--- src/rtl/aes_pkg.sv ---
// Shared AES-128 constants, state type and byte-select helper.
// Pure declarations: no latency, no flow control.
package aes_pkg;

  localparam int AES128_NR = 10;

  typedef logic [127:0] state_t;

  // Index 0 is unused so that rcon for round r is RCON[r]; padded to 16 entries.
  localparam logic [0:15][7:0] RCON = {
    8'h00, 8'h01, 8'h02, 8'h04, 8'h08, 8'h10, 8'h20, 8'h40,
    8'h80, 8'h1b, 8'h36, 8'h00, 8'h00, 8'h00, 8'h00, 8'h00
  };

  // Byte idx in FIPS-197 order: byte 0 is s[127:120].
  function automatic logic [7:0] get_byte(input state_t s, input int unsigned idx);
    return s[127 - 8*idx -: 8];
  endfunction

endpackage

--- src/rtl/aes_sbox.sv ---
// Combinational AES forward S-box, 8 bits in, 8 bits out.
// Zero latency, no flow control.
module aes_sbox (
  input  logic [7:0] din,
  output logic [7:0] dout
);

  localparam logic [0:255][7:0] SBOX = {
    128'h637c777bf26b6fc53001672bfed7ab76,
    128'hca82c97dfa5947f0add4a2af9ca472c0,
    128'hb7fd9326363ff7cc34a5e5f171d83115,
    128'h04c723c31896059a071280e2eb27b275,
    128'h09832c1a1b6e5aa0523bd6b329e32f84,
    128'h53d100ed20fcb15b6acbbe394a4c58cf,
    128'hd0efaafb434d338545f9027f503c9fa8,
    128'h51a3408f929d38f5bcb6da2110fff3d2,
    128'hcd0c13ec5f974417c4a77e3d645d1973,
    128'h60814fdc222a908846eeb814de5e0bdb,
    128'he0323a0a4906245cc2d3ac629195e479,
    128'he7c8376d8dd54ea96c56f4ea657aae08,
    128'hba78252e1ca6b4c6e8dd741f4bbd8b8a,
    128'h703eb5664803f60e613557b986c11d9e,
    128'he1f8981169d98e949b1e87e9ce5528df,
    128'h8ca1890dbfe6426841992d0fb054bb16
  };

  assign dout = SBOX[din];

endmodule

--- src/rtl/add_round_key.sv ---
// AES-128 round-key XOR with on-the-fly key schedule; 1-cycle enable->ark_out/done, accepts every cycle.
// No backpressure: enable without a loaded key is dropped. AES_ARK_KEY_OUT_EN adds round_key_out.
module add_round_key
  import aes_pkg::*;
#(
  parameter int NR = 10
) (
  input  logic         clk,
  input  logic         reset,
  input  logic         key_load,
  input  logic [127:0] key,
  input  logic         enable,
  input  logic [127:0] data,
  output logic [127:0] ark_out,
  output logic         done,
  output logic [3:0]   round,
  output logic         last,
  output logic         key_valid
`ifdef AES_ARK_KEY_OUT_EN
  ,
  output logic [127:0] round_key_out
`endif
);

  localparam logic [3:0] NR_L = 4'(NR);

  state_t     key_reg_q, key_reg_d;
  state_t     round_key_q, round_key_d;
  state_t     ark_q, ark_d;
  logic [3:0] round_q, round_d;
  logic       key_valid_q, key_valid_d;
  logic       done_q, done_d;
  logic       last_q, last_d;

  logic [31:0] sub_rot;
  logic [31:0] t_word, w0n, w1n, w2n, w3n;
  logic [7:0]  rcon_sel;
  logic        accept;

  // SubWord(RotWord(w3)): w3 is bytes 12..15, rotated to 13,14,15,12.
  for (genvar i = 0; i < 4; i++) begin : g_sbox
    aes_sbox u_sbox (
      .din  (get_byte(round_key_q, 12 + ((i + 1) % 4))),
      .dout (sub_rot[31 - 8*i -: 8])
    );
  end

  always_comb begin
    rcon_sel = (round_q < NR_L) ? RCON[round_q + 4'd1] : 8'h00;
    t_word   = sub_rot ^ {rcon_sel, 24'h0};
    w0n      = round_key_q[127:96] ^ t_word;
    w1n      = round_key_q[95:64]  ^ w0n;
    w2n      = round_key_q[63:32]  ^ w1n;
    w3n      = round_key_q[31:0]   ^ w2n;
  end

  assign accept = enable & key_valid_q & ~key_load;

  always_comb begin
    key_reg_d   = key_reg_q;
    round_key_d = round_key_q;
    ark_d       = ark_q;
    round_d     = round_q;
    key_valid_d = key_valid_q;
    done_d      = 1'b0;
    last_d      = last_q;
    if (key_load) begin
      key_reg_d   = key;
      round_key_d = key;
      round_d     = 4'd0;
      key_valid_d = 1'b1;
    end else if (accept) begin
      ark_d  = data ^ round_key_q;
      done_d = 1'b1;
      last_d = (round_q == NR_L);
      if (round_q < NR_L) begin
        round_key_d = {w0n, w1n, w2n, w3n};
        round_d     = round_q + 4'd1;
      end else begin
        // Wrap so the next block reuses the same cipher key without reloading.
        round_key_d = key_reg_q;
        round_d     = 4'd0;
      end
    end
  end

  always_ff @(posedge clk or negedge reset) begin
    if (!reset) begin
      key_reg_q   <= '0;
      round_key_q <= '0;
      ark_q       <= '0;
      round_q     <= '0;
      key_valid_q <= 1'b0;
      done_q      <= 1'b0;
      last_q      <= 1'b0;
    end else begin
      key_reg_q   <= key_reg_d;
      round_key_q <= round_key_d;
      ark_q       <= ark_d;
      round_q     <= round_d;
      key_valid_q <= key_valid_d;
      done_q      <= done_d;
      last_q      <= last_d;
    end
  end

  assign ark_out   = ark_q;
  assign done      = done_q;
  assign round     = round_q;
  assign last      = last_q;
  assign key_valid = key_valid_q;
`ifdef AES_ARK_KEY_OUT_EN
  assign round_key_out = round_key_q;
`endif

endmodule
--- config.mk ---
export PLATFORM = sky130hd
export DESIGN_NAME = add_round_key
export DESIGN_NICKNAME = d
export VERILOG_FILES = /design/src/rtl/aes_pkg.sv /design/src/rtl/aes_sbox.sv /design/src/rtl/add_round_key.sv
export SDC_FILE = /design/constraint.sdc
export NUM_CORES = 2
export LEC_CHECK = 0
export ABC_CLOCK_PERIOD_IN_PS = 4600
export CORE_UTILIZATION = 47
export DETAILED_ROUTE_END_ITERATION = 8
export PLACE_DENSITY = 0.78
export REMOVE_ABC_BUFFERS = 1
export SYNTH_ARGS = -nofsm -noshare
export SYNTH_HDL_FRONTEND = slang
export SYNTH_SLANG_ARGS = --single-unit
--- constraint.sdc ---
create_clock -name clk -period 4.6 [get_ports clk]
set_clock_uncertainty 0.15 [all_clocks]
set_input_delay 0.92 -clock clk [delete_from_list [all_inputs] [get_ports clk]]
set_output_delay 0.92 -clock clk [all_outputs]
set_load 0.02 [all_outputs]
# After elaboration in Yosys (flattened, before gate mapping)
# Memories as Yosys holds them, arrays and structs flattened.
# Cells that the tools add are included.
# classes
order_cmp	6
div_mod_pow	0
mul	0
reduce_logical	2
n_addsub	1
muxes	19
shift	0
bitwise_logic	14
eq_ne	1
# ops
op	count
2-to-1 mux 128 bit	3
XOR 32 bit	5
XOR 128 bit	1
2-to-1 mux 8 bit	11
>= comparator 9 bit, second input constant	4
inverter 8 -> 9 bit	4
2-to-1 mux 4 bit	3
>= comparator 5 bit, second input constant	1
inverter 4 -> 5 bit	1
adder 4 x 1 -> 4 bit, second input constant	1
equality test 4 bit, second input constant	1
< comparator 4 bit, second input constant	1
bitwise AND 1 bit	2
2-to-1 mux 1 bit	2
AND reduction 2 bit	1
nonzero test 2 bit	1
inverter 1 bit	1
# totals
memories	5
out_inout_bits	135
ram_bits	0
inputBits	260
regBits	391
elab_cells	55
latch_bits	0
rom_bits	8320
# mem_list
name	depth	width	rd	rd_clocked_by_memory_dff	wr	line	rtl
(name not given)	256	8	1	0	0	aes_sbox.sv:27	assign dout = SBOX[din];
(name not given)	256	8	1	0	0	aes_sbox.sv:27	
(name not given)	256	8	1	0	0	aes_sbox.sv:27	
(name not given)	256	8	1	0	0	aes_sbox.sv:27	
(name not given)	16	8	1	0	0	add_round_key.sv:49	rcon_sel = (round_q < NR_L) ? RCON[round_q + 4'd1] : 8'h00;

# Depth between registers and ports, before layout
# depth
depth_word	14
depth_mapped	14
depth_no_buf	11

# By module
# From an unflattened synthesis, not the netlist that was laid out.
# unflattened
hier_cells	4089
hier_area_um2	32012.0
# modules_own_cells
mod	area_each_um2	n_inst	seq_area_each_um2	cells_per_inst
add_round_key	19294.8	1	9784.4	2061
aes_sbox	3179.3	4	0.0	507

# Worst setup path after synthesis
# No wires, ideal clock.
# synth_timing
kind	register -> register
startpoint	register round_key_q[25]
endpoint	register round_key_q[4]
period_less_slack_ps	3791
required_ps	4319
arrival_time_ps	3510
setup_time_ps	131
path_stages_with_launch	14
path_slack_ps	809
path_buffers	2
path_cell_list	dfrtp_1 > buf_2 > clkinv_1 > ha_1 > clkbuf_1 > mux2i_1 > o32ai_1 > a311oi_1 > or3_1 > mux4_2 > xor2_1 > xnor2_2 > xnor2_1 > o21ai_1
# synth_via
elab_chain_len	12
# synth_rtl
item	line	rtl
start, declared	add_round_key.sv:28	state_t round_key_q, round_key_d;
start signal, assigned	add_round_key.sv:98	round_key_q <= round_key_d;
inverter 8 -> 9 bit (implied by the code)	aes_sbox.sv:27	
memory (256 x 8 bit)	-	
2-to-1 mux 8 bit (implied by the code) (2 in a row)	aes_sbox.sv:27	
XOR 32 bit	add_round_key.sv:50	t_word = sub_rot ^ {rcon_sel, 24'h0};
XOR 32 bit	add_round_key.sv:51	w0n = round_key_q[127:96] ^ t_word;
XOR 32 bit	add_round_key.sv:52	w1n = round_key_q[95:64] ^ w0n;
XOR 32 bit	add_round_key.sv:53	w2n = round_key_q[63:32] ^ w1n;
XOR 32 bit	add_round_key.sv:54	w3n = round_key_q[31:0] ^ w2n;
2-to-1 mux 128 bit	add_round_key.sv:76	if (round_q < NR_L) begin
2-to-1 mux 128 bit	add_round_key.sv:72	end else if (accept) begin
2-to-1 mux 128 bit	add_round_key.sv:67	if (key_load) begin
# Every way passes these cells. The select of a mux whose other input is x is not followed.
# A chain may end at the register's enable or synchronous reset.

# Worst setup path in the final report
# layout_timing
startpoint	register round_key_q[17]
endpoint	register round_key_q[89]
# layout_via
elab_chain_len	10
# layout_rtl
item	line
inverter 8 -> 9 bit (implied by the code)	aes_sbox.sv:27
memory (256 x 8 bit)	-
2-to-1 mux 8 bit (implied by the code) (2 in a row)	aes_sbox.sv:27
XOR 32 bit	add_round_key.sv:50
XOR 32 bit	add_round_key.sv:51
XOR 32 bit	add_round_key.sv:52
2-to-1 mux 128 bit	add_round_key.sv:76
2-to-1 mux 128 bit	add_round_key.sv:72
2-to-1 mux 128 bit	add_round_key.sv:67
# Every way passes these cells. The select of a mux whose other input is x is not followed.

==> results.md <==
- Most Used Layer, Global Route: met2
- Initial Utilization: 0.477
- RSZ-0062 raised after global routing: false
- Layout cells sized above 1: 0.117
- Global Route met1 Usage: 0.489
- Slew Viols, Final: 0
- Chip height: approximately 270 µm
- PwrDens: 894 mW/mm²
- Min cycle time layout: between 4 and 5 ns
- First-pass GRT wire length: about 210,000 µm
- Delay-heaviest family, CP: XOR/XNOR gates
- Mean Syn Cell Area: slightly above 8 µm²
- Routability cong.: roughly 1.2
- Max Root-Sink Buffers: 3
- Worst Path Class, Setup: register to register
- Routing usage on met3: 0.103
- Worst path bufs/invs: 2
- DR iter-0 viols: roughly 5,900
- WP data arrival: 4.63 ns
- Routed WL: ~140,000 µm
- R2r worst-path depth: 12
- Post-Syn Instances: 4,164
- F_max: approximately 230 MHz
- Synth cell types: 103
- P_leak: between 15 and 20 nW
- Total CTS buffers: between 40 and 50
- Crit path max-delay cell type: xnor2_1
- Residual DRC: 0
- Syn Std Cell Area: between 0.03 and 0.04 mm²
- Clk root buf: clkbuf_16
- Multi-input gate area: between 0.02 and 0.025 mm²
- Die W: approximately 270 µm
- Critical register-to-register path endpoint: round_key_q[89]
- Status: completed
- Setup-failing EPs final: 0
- Hold Crit Class: input pin to async pin
- Number of global-route vias before repair: between 30,000 and 40,000
- Vias per Instance: 6.69
- Gr usage total: 0.366
- Placed cell area: 0.0390 mm²
- Flop-to-flop setup slack: approximately 0.32 ns
- Post-route ant nets: 0
- Final period util: 0.931
- Asr flop ratio synth: 1.00
- Hold violation count in the final report: 0
- Fin util: 0.565
- Grt ovf: 0
- Hold WS: 0.181 ns
- Row cnt: 98
- Slew @ Worst Pin: roughly 1.1 ns
- Met2 Usage GRT: 0.540
- Top-area cell type share of the netlist area: 0.286
- Crit path top cell by count: a21oi_1
- Clock Pin Slew Worst Setup and Hold Paths: around 0.060 ns
- Seq cells post-synth: 391
- Commonest cells in the netlist: 447 x o21ai_0, 431 x nand2_1, 391 x dfrtp_1
- CTS tree: yes
- Power consumption: roughly 0.036 W
- Hold_buf cts: 0
- Number of synthesized flops with an enable pin: 0
- Most frequent cell after synthesis: o21ai_0
- Main synth FF type: dfrtp_1
- FILL cells: 6,559
- Max stage delay on crit path: 0.78 ns
- PortBufs: about 390
- Vias: roughly 36,000
- Ys Warns: 0
- # IOs: around 400
- Initial antenna violation count: 12
- Pre-antenna DRT Iters: 9
- Worst R2R Start: round_key_q[17]
- Slew headroom: 0.260
- Crit-path max FO: 13
- Final instance area: 0.0405 mm²
- Post-CTS Setup Inserts: 0
- Clock Sinks: slightly below 400
- Largest net degree at the start of global routing: 229
- Die Area: about 0.074 mm²
- Sequential-to-total area share from yosys stat: 0.286
- Max-cap violation count: 0
- Layout net count: between 4,000 and 5,000
- Crit path required time: 4.94 ns
- Wirelength per Cell: 26.0 µm
- Top cells by area, synth: dfrtp_1 29%, o21ai_0 6.5%, xnor2_1 5.4%
- Core area: slightly above 0.07 mm²
- HPWL Detailed: 97,900 µm
- Synth area leader: dfrtp_1
- Worst vdd ir: roughly 0.45 mV
- CTS H-tree lvls: 2
- Syn-to-layout area delta: 18.5%
- FF+latch area: 0.00981 mm²
- Post-CTS Resized: 0
- Clk_lat worst skew: between 0.6 and 0.7 ns
- Critical Path Sink Type: register
- CP cell instances: clkinv_1 -> ha_1 -> buf_4 -> nand2b_1 -> a21oi_1 -> a21oi_1 -> mux4_2 -> a211oi_1 -> a21oi_1 -> xnor2_1 -> xor2_1 -> o221a_2
- Critical path launch point type: register
==> worst register-to-register path, stage by stage (launching register included) <==
cell and delay, ns:
dfrtp_1 0.45, clkinv_1 0.32, ha_1 0.53, buf_4 0.25, nand2b_1 0.21, a21oi_1 0.15
a21oi_1 0.05, mux4_2 0.48, a211oi_1 0.25, a21oi_1 0.10, xnor2_1 0.78, xor2_1 0.15
o221a_2 0.29
==> cell usage in the layout (no fill, tap or decap), drive strengths merged, types with 21 or more instances in the layout <==
master         instances
a2111oi               22
a22oi                 22
dfrtp                391
a21oi                300
clkdlybuf4s50        392
o22ai                 30
or3                   22
inv                  127
nor2b                 74
or2                   28
nor3b                 24
o221ai                38
nand2                432
xnor2                221
mux4                  79
a211o                 22
o311ai                28
a31oi                 59
nor2                 234
a211oi                67
ha                    66
o21ai                461
nand2b                94
mux2                  75
and3                  28
clkbuf                59
mux2i                 71
o31ai                 27
a21o                  22
nand3b                21
xor2                  50
and2                  33
a311oi                42
nor3                 124
nand3                 79
o211ai                49
buf                  176
==> worst max-delay path by stage <==
stage / startpoint / endpoint / cells after the start
3_3_place_gp: round_key_q[9] / round_key_q[21] / 11
3_5_place_dp: round_key_q[17] / round_key_q[89] / 12
4_1_cts: round_key_q[17] / round_key_q[89] / 12
6_report: round_key_q[17] / round_key_q[89] / 12
5_1_grt: round_key_q[17] / round_key_q[89] / 12
2_1_floorplan: round[2] / round_key_q[24] / 5
==> area by class of cell <==
class,count,share of cell area
diodes,8,0.000494
clock buffers,59,0.0313
multi-input cells,3215,0.545
clock inverters,25,0.00648
repair buffers,568,0.134
flip-flops and latches,391,0.242
inverters,129,0.0120
well taps,950,0.0293
==> routing by layer <==
layer	wire [µm]	vias to the layer above
met5	55	-
met4	8140	8
met3	17200	583
met2	59600	2554
met1	53800	17000
li1	-	15600
==> power breakdown <==
group          leakage (nW)  internal (W)  switching, W
Clock                 0.749       0.00214       0.00162
Combinational          10.7        0.0108        0.0155
Sequential             4.71       0.00452       0.00168
Total                  16.1        0.0174        0.0188
==> registers in the layout, summed over array words and instances (netlist names) <==
register and count:
last 1, round_key_q 128, key_valid 1, key_reg_q 128
done 1, round 4, ark_out 128
==> logic make-up (layout without fill, tap and decap cells) <==
family                   after synthesis  after routing  synth area share
AO/OA/AOI/OAI                       1397           1397             0.265
other                                  0              8                 0
buffers and inverters                558            781            0.0699
adder cells (fa/ha/maj)               66             66            0.0241
AND/OR/NAND/NOR                     1242           1242             0.176
multiplexers                         225            225            0.0977
XOR/XNOR                             285            285            0.0813
flip-flops                           391            391             0.286
==> metrics by stage <==
stage / std cells / TNS, ns / setup slack (ns)
after floorplan: 3735 / -941.07 / -7.29
after global placement: 5253 / 0 / 0.544
after detailed placement: 5253 / 0 / 0.523
after CTS: 5337 / 0 / 0.502
after global routing: 5345 / 0 / 0.126
final: 5345 / 0 / 0.316
No activity file was read; power rests on OpenSTA's default activity.
